==> config.mk <==
export PLATFORM = sky130hd
export DESIGN_NAME = sr_target_emu
export DESIGN_NICKNAME = d
export VERILOG_FILES = /design/src/rtl/sr_target_emu.sv
export SDC_FILE = /design/constraint.sdc
export NUM_CORES = 1
export LEC_CHECK = 0
export BUFFER_PORTS_ARGS = -buffer_cell sky130_fd_sc_hd__buf_2
export CAP_MARGIN = 20
export CORE_AREA = 2 2 173 175
export DETAILED_ROUTE_END_ITERATION = 10
export DIE_AREA = 0 0 175 177
export GPL_TIMING_DRIVEN = 0
export PLACE_DENSITY = 0.65
export REMOVE_ABC_BUFFERS = 1
export SYNTH_ARGS = -nofsm -noshare
export SYNTH_HDL_FRONTEND = slang
export SYNTH_SLANG_ARGS = --single-unit
==> constraint.sdc <==
create_clock -name clk_in -period 1.9 [get_ports clk_in]
set_input_delay 0.285 -clock clk_in [delete_from_list [all_inputs] [get_ports clk_in]]
set_output_delay 0.285 -clock clk_in [all_outputs]
set_load 0.01 [all_outputs]
==> src/rtl/sr_target_emu.sv <==
// sr_target_emu: emulates a serial shift-register target driven by an asynchronous controller.
// Ports:
//    clk_in    - system clock, all state on its rising edge
//    rst       - synchronous active-high reset
//    sr_clk    - controller shift clock (asynchronous, synchronised here)
//    sr_din    - controller serial data, sampled on sr_clk rises
//    sr_load   - controller load strobe, acts on its rising edge only
//    sr_dout   - serial data back to the controller
//    cfg_out   - configuration word captured at each load
//    cfg_valid - one-cycle pulse when cfg_out updates
//    len_err   - one-cycle pulse with cfg_valid when the bit count was not WIDTH
//    bit_count - saturating count of sr_clk rises since the last load or reset
module sr_target_emu #(
   parameter int WIDTH = 170,
   parameter int CNT_WIDTH = 8,
   parameter int SHIFT_DIRECTION = 1,
   parameter logic [WIDTH-1:0] INIT_PATTERN = {WIDTH{1'b0}}
) (
   input  logic                 clk_in,
   input  logic                 rst,
   input  logic                 sr_clk,
   input  logic                 sr_din,
   input  logic                 sr_load,
   output logic                 sr_dout,
   output logic [WIDTH-1:0]     cfg_out,
   output logic                 cfg_valid,
   output logic                 len_err,
   output logic [CNT_WIDTH-1:0] bit_count
);
   typedef enum logic [1:0] {IDLE, SHIFTING, FULL, OVER} state_t;
   localparam logic [CNT_WIDTH-1:0] W_CNT = CNT_WIDTH'(WIDTH);
   logic clk_s1, clk_s2, clk_s3;
   logic din_s1, din_s2;
   logic ld_s1, ld_s2, ld_s3;
   logic upd, rise, ld_rise, out_bit;
   logic [WIDTH-1:0] sreg, sh_val;
   logic [CNT_WIDTH-1:0] cnt_inc;
   state_t state, st_nx;
   // st_nx is the state after this cycle's shift, so a load arriving together
   // with the final bit is judged on the completed count.
   always_comb begin
      rise = clk_s2 & ~clk_s3;
      ld_rise = ld_s2 & ~ld_s3;
      sh_val = (SHIFT_DIRECTION != 0) ? {sreg[WIDTH-2:0], din_s2} : {din_s2, sreg[WIDTH-1:1]};
      out_bit = (SHIFT_DIRECTION != 0) ? sreg[WIDTH-1] : sreg[0];
      cnt_inc = (&bit_count) ? bit_count : bit_count + 1'b1;
      st_nx = !rise ? state :
              (cnt_inc == W_CNT) ? FULL :
              (state == IDLE) ? SHIFTING :
              (state == FULL) ? OVER : state;
   end
   always_ff @(posedge clk_in) begin
      if (rst) begin
         {clk_s1, clk_s2, clk_s3} <= '0;
         {din_s1, din_s2} <= '0;
         {ld_s1, ld_s2, ld_s3} <= '0;
         upd <= 1'b0;
         sreg <= INIT_PATTERN;
         sr_dout <= 1'b0;
         cfg_out <= '0;
         cfg_valid <= 1'b0;
         len_err <= 1'b0;
         bit_count <= '0;
         state <= IDLE;
      end else begin
         clk_s1 <= sr_clk;
         clk_s2 <= clk_s1;
         clk_s3 <= clk_s2;
         din_s1 <= sr_din;
         din_s2 <= din_s1;
         ld_s1 <= sr_load;
         ld_s2 <= ld_s1;
         ld_s3 <= ld_s2;
         upd <= rise;
         if (rise) sreg <= sh_val;
         if (upd) sr_dout <= out_bit;
         cfg_valid <= ld_rise;
         len_err <= ld_rise && (st_nx != FULL);
         if (ld_rise) begin
            cfg_out <= rise ? sh_val : sreg;
            bit_count <= '0;
            state <= IDLE;
         end else begin
            bit_count <= rise ? cnt_inc : bit_count;
            state <= st_nx;
         end
      end
   end
endmodule

; ---- Yosys cells after proc, flatten, opt, wreduce, memory -nomap -nowiden
; Cells that the tools add are included.
; W data, S select, Z words.
[totals]
inputBits = 5
register_bits = 362
ramBits = 0
out_inout_bits = 181
latchBits = 0
n_memories = 0
rom_bits = 0
[classes]
order_cmp = 0
n_addsub = 1
n_shift = 0
n_mux = 6
multipliers = 0
eq_ne = 3
bitwise_logic = 4
reduce_logical = 4
div = 0
[ops]
columns = operator, n
row1 = $mux W170, 1
row2 = $add A8 B1 Y8 const B, 1
row3 = $eq A8 B8 Y1 const B, 1
row4 = $mux W2, 4
row5 = $mux W8, 1
row6 = $reduce_and A8 Y1, 1
row7 = $and A1 B1 Y1, 2
row8 = $eq A2 B2 Y1 const B, 1
row9 = $logic_not A2 Y1, 1
row10 = $ne A2 B2 Y1 const B, 1
row11 = $not A1 Y1, 2
row12 = $reduce_or A2 Y1, 1
row13 = $logic_and A1 B1 Y1, 1

; ---- Logic depth before layout (Yosys ltp)
; Gate-level depths: netlist of run 1.
[depth]
depth_word = 7
ltp_mapped = 7

; ---- Worst setup path after synthesis of run 1
; No wires, ideal clock.
[synth_timing]
path_kind = register to register
startpoint = register with a tool-made name
endpoint = register state[1]
period_less_slack_ps = 1713
stages_incl_launch_ff = 6
setup_slack_ps = 187
arrival_time_ps = 1597
n_path_buf = 1
required_ps = 1784
path_cell_list = dfxtp_1 > clkbuf_1 > nand2_1 > or4b_1 > a31o_1 > a31o_1
[synth_lines]
columns = item, line
row1 = end signal: assignment, 85  ; state <= st_nx;
row2 = end: declaration, 38  ; state_t state, st_nx;

; ---- Final worst setup path of run 1
[layout_timing]
startpoint = register bit_count[3]
endpoint = register state[1]
[layout_between]
elab_chain_len = 5
[layout_rtl]
columns = item, line
row1 = start: declaration, 28  ; output logic [CNT_WIDTH-1:0] bit_count
row2 = start signal: assignment, 84  ; bit_count <= rise ? cnt_inc : bit_count;
row3 = $add A8 B1 Y8 or $reduce_and A8 Y1 (tied branches), 46  ; cnt_inc = (&bit_count) ? bit_count : bit_count + 1'b1;
row4 = $mux W8 (*), 46
row5 = $eq A8 B8 Y1 (*), 48  ; (cnt_inc == W_CNT) ? FULL :
row6 = $mux W2 (*), 48
row7 = $mux W2 (*), 47  ; st_nx = !rise ? state :
; Every way passes the cells marked *; elsewhere a longest branch is shown, timed or not.
; A chain may end at the register's enable or synchronous reset.

==> results.sh, run 1 <==
export IMPL_clkPwrFrac_pct=47.3
export IMPL_finalCoreUtilization_pct=53.4
export IMPL_gp_congestion=0.767
export IMPL_synth_area_top_cells="dfxtp_1, nand2_1, a21o_1"
export IMPL_grt_met1_usage_pct=22.7
export IMPL_ys_types=40
export IMPL_finalClockSkew_ns=0.0166
export IMPL_area_growth_pct=20.5
export IMPL_maxCapViolCount=0
export IMPL_cpLargestDelayFamily="simple AND/OR/NAND/NOR gates"
export IMPL_worstReg2RegStart="bit_count[3]"
export IMPL_clk_pin_slew_ns=0.06
export IMPL_antennaDiodeCount=0
export IMPL_cp_required_ns=2.31
export IMPL_met2_usage_pct=27.0
export IMPL_whs_endpoint="sr_dout"
export IMPL_finalNonFillerCells=1963
export IMPL_slowest_delay_ns=0.55
export IMPL_synth_common_cells="dfxtp_1, nand2_1, a21oi_1"
export IMPL_synth_area_per_cell_um2=9.13
export IMPL_io_buffers=185
export IMPL_grt_pass1_wl_mm=44.6
export IMPL_fin_crit_sh_pct=94.8
export IMPL_p_seq_share_pct=49.9
export IMPL_grt_pass1_vias=8996
export IMPL_antenna_found_initial=0
export IMPL_grt_setup_unrepaired="false"
export IMPL_reg2reg_slack_ns=0.1
export IMPL_p_sw_uw=3240
export IMPL_cts_tree="yes"
export IMPL_start_kind="register"
export IMPL_h_tree_depth=2
export IMPL_synth_top_area_cell="dfxtp_1"
export IMPL_drt_wl_total_mm=27.4
export IMPL_num_vias=9908
export IMPL_drtPass1Iterations=4
export IMPL_cts_path_max_buffers=3
export IMPL_p_sw_share_pct=21.2
export IMPL_initial_utilization_pct=44.3
export IMPL_async_flop_share_pct=0
export IMPL_drtAntennaViolNets=0
export IMPL_gr_usage_all_layers_pct=17.0
export IMPL_fin_nets=1555
export IMPL_p_per_area_nw_per_um2=978
export IMPL_die_w_um=175
export IMPL_synth_area_um2=13000
export IMPL_hpwl_mm=16.6
export IMPL_dp_cells=1886
export IMPL_die_y_um=177
export IMPL_fp_row_count=63
export IMPL_die_area_um2=31000
export IMPL_synth_edf_count=0
export IMPL_holdCritStartpoint="rst"
export IMPL_tightest_slew_ns=0.818
export IMPL_yosysSeqAreaShare_pct=56.0
export IMPL_netlist_area_leader_share_pct=56.0
export IMPL_use_met3_pct=4.81
export IMPL_max_slew_margin_pct=45.2
export IMPL_drv_slew=0
export IMPL_multi_input_area_um2=5240
export IMPL_worstPathMaxFanout=10
export IMPL_grt_max_degree=155
export IMPL_worst_path_buf_inv=0
export IMPL_routedWlPerCell_um=14.0
export IMPL_holdPathStages=2
export IMPL_cts_root_buf="clkbuf_16"
export IMPL_avgViaCountPerCell=5.05
export IMPL_synth_top_flop_cell="dfxtp_1"
export IMPL_cp_data_arrival_time_ns=2.21
export IMPL_clk_latency_ns=0.52
export IMPL_post_route_min_period_ns=1.80
export IMPL_pwr_share_comb_pct=2.8
export IMPL_grt_overflow=0
export IMPL_peakVddDrop_mv=0.624
export IMPL_yosys_warnings=0
export IMPL_drive_gt1_share_pct=18.1
export IMPL_ff_latch_area_um2=7250
export IMPL_end_kind="register"
export IMPL_syn_inst=1419
export IMPL_busiest_layer="met2"
export IMPL_hold_class="in -> reg"
export IMPL_cts_buffers=39
export IMPL_setup_tns_ns=0
export IMPL_cpMostUsedCell="a31o_1"
export IMPL_cp_slowest_cell="or4b_1"
export IMPL_cp_cell_sequence="nand3_2, or4b_1, a31o_1, a31o_1"
export IMPL_fmax_mhz=555
export IMPL_p_int_uw=12000
export IMPL_setup_viol=0
export IMPL_status="finished clean"
export IMPL_leakagePower_uw=0.00734
export IMPL_core_um2=29200
export IMPL_cts_sinks=362
export IMPL_fillers=2753
export IMPL_synth_seq_cells=362
export IMPL_num_io_pins=186
export IMPL_crit_type="reg -> reg"
export IMPL_hold_viol_final=0
export IMPL_yosysMostFrequentCell="dfxtp_1"
export IMPL_ff2ff_path_depth=4
export IMPL_regToRegEndpoint="state[1]"
export IMPL_initialDrtViolationCount=605
export IMPL_drc_errors=0
==> cell type report <==
class / instances / share of cell area [%]
Clock buffer: 53 / 7.31
Clock inverter: 13 / 0.601
Inverter: 5 / 0.120
Multi-Input combinational cell: 931 / 33.6
Sequential cell: 362 / 46.4
Tap cell: 390 / 3.13
Timing Repair Buffer: 209 / 8.82
==> cell families after synthesis <==
| family | synth area share, % |
|---|---|
| compound gates | 17.9 |
| xor+xnor | 0.0676 |
| fa+ha+maj | 0.193 |
| buf+inv | 4.04 |
| flops | 56.0 |
| mux | 0.0773 |
| simple gates | 21.8 |
==> layer usage <==
| metal | vias to the layer above | wire (um) |
|---|---|---|
| li1 | 5058 | - |
| met1 | 4617 | 13000 |
| met2 | 190 | 12100 |
| met3 | 43 | 1830 |
| met4 | 0 | 564 |
| met5 | - | 0 |
==> worst reg2reg max path, cell delays in order (launching register included) <==
cell	delay, ns
dfxtp_1	0.51
nand3_2	0.16
or4b_1	0.55
a31o_1	0.27
a31o_1	0.20
==> power groups by stage <==
stage,logic (uW),clock network (uW),registers [uW]
2_1_floorplan,147,0,7780
3_3_place_gp,334,0,7780
3_5_place_dp,412,0,7780
4_1_cts,427,7440,7620
5_1_grt,470,7740,7620
6_report,428,7230,7620
==> cell usage in the layout, fill, tap and decap left out, types with 2 or more instances in the layout <==
master,count
clkbuf_1,5
clkinv_2,11
nor2_1,8
a31o_1,2
dfxtp_1,358
a211oi_1,3
clkbuf_8,7
nor3_1,3
buf_12,9
a21o_1,170
o31ai_1,2
nor2b_1,10
dfxtp_2,4
buf_16,7
a21oi_1,176
a31oi_1,5
nand4_1,2
nand3_1,4
and3_2,2
buf_4,5
dlygate4sd3_1,3
nor2b_2,2
o21ai_0,3
nor3b_1,170
nor2b_4,2
clkbuf_16,41
inv_1,5
nand2_1,344
buf_2,184
==> per-stage QoR <==
step                      total power, uW  setup slack, ns  area, um2  hold WS (ns)
after floorplan                      7930           -10.83      12400         0.357
after global placement               8120           -16.42      13900         0.414
after detailed placement             8200           -0.276      14300         0.426
after CTS                           15500           0.0337      15600         0.129
after global routing                15800          0.00933      15600         0.177
final                               15300           0.0994      15600         0.164
==> flip-flops by register name (all words and copies together) (netlist names), named ones only <==
name,cells
bit_count,7
cfg_out,170
cfg_valid,1
clk_s1,1
clk_s2,1
clk_s3,1
din_s1,1
din_s2,1
ld_s1,1
ld_s2,1
ld_s3,1
len_err,1
sr_dout,1
sreg,170
state,2
upd,1
==> worst max-delay path by stage <==
| stage | from | to | depth (start not counted) |
|---|---|---|---|
| detailed placement | clk_s2 | cfg_out[99] | 6 |
| finish | bit_count[3] | state[1] | 4 |
| global route | bit_count[3] | state[1] | 4 |
| CTS | clk_s2 | bit_count[5] | 5 |
| global placement | ld_s2 | bit_count[2] | 4 |
| floorplan | ld_s2 | bit_count[2] | 4 |
==> what timing repair did <==
item                       in CTS  in global routing
hold endpoints to repair        3                  0
hold buffers                    3                  0
setup buffers                   4                  1
gates resized for setup         3                  5
setup endpoints to repair     174                 38
pin swaps                       0                  0
cloned                          2                  1
Note: power is estimated with default switching activity, not from simulation.
==> run 2: changes to the inputs <==
Settings changed: CAP_MARGIN 20 to 25, PLACE_DENSITY 0.65 to unset, PLACE_DENSITY_LB_ADDON set to 0.08, REMOVE_ABC_BUFFERS 1 to unset.
==> run 2 against run 1 <==
  * Cell count is 4.8% higher
  * Global-route usage is 2.7 points higher
  * Setup slack worse by 0.055 ns
  * First-iteration DRC count is 9.4% lower
  * Core utilization is 0.29 points higher
  * Clock power is 3.6% higher
  * Count of clock-buffer cells in the layout is 4 higher
  * Maximum frequency is 3.0% lower
  * Hold slack worse by 0.14 ns
  * Final area is 0.55% higher
  * Sequential power hardly changed
  * Largest cell class unchanged
  * Highest routed layer unchanged
==> results.sh, run 2 (synthesis gave the netlist of run 1 again) <==
export IMPL_io_buffers=184
export IMPL_p_per_area_nw_per_um2=991
export IMPL_setup_viol=0
export IMPL_leakagePower_uw=0.00748
export IMPL_tightest_slew_ns=0.776
export IMPL_hold_viol_final=0
export IMPL_cts_tree="yes"
export IMPL_reg2reg_slack_ns=0.04
export IMPL_cp_data_arrival_time_ns=2.27
export IMPL_cts_path_max_buffers=3
export IMPL_max_slew_margin_pct=48.3
export IMPL_hold_class="in -> reg"
export IMPL_cts_root_buf="clkbuf_16"
export IMPL_h_tree_depth=2
export IMPL_avgViaCountPerCell=5.03
export IMPL_peakVddDrop_mv=0.729
export IMPL_gr_usage_all_layers_pct=19.8
export IMPL_die_y_um=177
export IMPL_drtPass1Iterations=5
export IMPL_gp_congestion=0.838
export IMPL_routedWlPerCell_um=15.1
export IMPL_ff_latch_area_um2=7250
export IMPL_grt_pass1_vias=9795
export IMPL_cts_buffers=40
export IMPL_num_vias=10400
export IMPL_num_io_pins=186
export IMPL_crit_type="reg -> reg"
export IMPL_maxCapViolCount=0
export IMPL_fin_nets=1651
export IMPL_hold_ws_ns=0.0254
export IMPL_grt_overflow=0
export IMPL_reg_top3="cfg_out x170, sreg x170, bit_count x7"
export IMPL_die_area_um2=31000
export IMPL_fp_row_count=63
export IMPL_drv_slew=0
export IMPL_antennaDiodeCount=0
export IMPL_drt_wl_total_mm=31.1
export IMPL_initialDrtViolationCount=548
export IMPL_fillers=2759
export IMPL_drc_errors=0
export IMPL_core_um2=29200
export IMPL_final_cell_mix="dfxtp_1, nand2_1, buf_2"
export IMPL_drive_gt1_share_pct=18.8
export IMPL_grt_pass1_wl_mm=50.1
export IMPL_synth_nets=1426
export IMPL_start_kind="register"
export IMPL_die_w_um=175
export IMPL_finalCoreUtilization_pct=53.7
export IMPL_fmax_mhz=539
export IMPL_clk_latency_ns=0.51
export IMPL_hpwl_mm=21.1
export IMPL_initial_utilization_pct=44.3
export IMPL_cp_required_ns=2.31
export IMPL_status="finished clean"
export IMPL_end_kind="register"
export IMPL_finalClockSkew_ns=0.00905
export IMPL_fin_crit_sh_pct=97.7
export IMPL_antenna_found_initial=0
export IMPL_area_growth_pct=21.2
export IMPL_multi_input_area_um2=5180
export IMPL_layout_commonest_cell="dfxtp_1"
export IMPL_cts_sinks=362
export IMPL_post_route_min_period_ns=1.86
export IMPL_worstPathMaxFanout=9
export IMPL_drtAntennaViolNets=0
export IMPL_grt_max_degree=14
export IMPL_clk_pin_slew_ns=0.06
run 2: cell types whose count changed in the layout (fill, tap and decap cells not counted), sizes merged, moves of 2 or more:
cell	previous run	this run
nor2b	14	12
clkbuf	53	144
buf	206	219
dlygate4sd3	3	1
clkinv	11	7
run 2: what timing repair did:
item                                   in CTS  in global routing
resized for setup                          20                 40
setup buffers                               0                  0
setup endpoints to repair                 175                163
endpoints found under the hold margin       1                  0
hold buffers                                1                  0
run 2: cell type report:
| class | count | area share (%) |
|---|---|---|
| Tap cell | 390 | 3.11 |
| Clock inverter | 9 | 0.630 |
| Inverter | 5 | 0.120 |
| Multi-Input combinational cell | 928 | 33.0 |
| Sequential cell | 362 | 46.2 |
| Timing Repair Buffer | 185 | 5.93 |
| Clock buffer | 57 | 7.49 |
| Buffer | 122 | 3.53 |
run 2: metal layers:
metal / up-vias / part of all wire (%) / GRT usage, %
met4: 0 / 1.8 / 4.90
met1: 4905 / 47 / 26.2
met5: - / 0 / 0
li1: 5229 / - / -
met3: 39 / 5.2 / 4.68
met2: 186 / 46 / 32.7
run 2: report_power, final:
group	switching [uW]	internal, uW	total [uW]	leakage, uW
Clock	2950	4550	7490	0.000634
Sequential	6.00	7600	7610	0.00292
Combinational	372	85.7	458	0.00393
run 2: stage by stage:
| step | setup WS (ns) | std cells | total power (uW) | cell area, um2 | setup TNS, ns |
|---|---|---|---|---|---|
| after floorplan | 0.187 | 1419 | 8060 | 13000 | 0 |
| after global placement | -0.462 | 1993 | 8230 | 14400 | -94.82 |
| after detailed placement | -0.468 | 1993 | 8230 | 14400 | -90.80 |
| after CTS | 0.0102 | 2060 | 15700 | 15700 | 0 |
| after global routing | -0.00184 | 2058 | 16100 | 15700 | -0.00184 |
| final | 0.0442 | 2058 | 15600 | 15700 | 0 |
run 2: worst max-delay path, cell delays in order, from the launching register on:
cell	delay (ns)
dfxtp_1	0.52
nand3_2	0.16
or4b_1	0.56
a31o_1	0.28
a31oi_1	0.24
run 2: path summary, 6_finish.rpt:
check	start	cells after the start	end
worst max-delay path	bit_count[4]	4	len_err
worst max register to register	bit_count[4]	4	len_err
worst min-delay path	sr_din	2	din_s1
worst min register to register	clk_s1	1	clk_s2
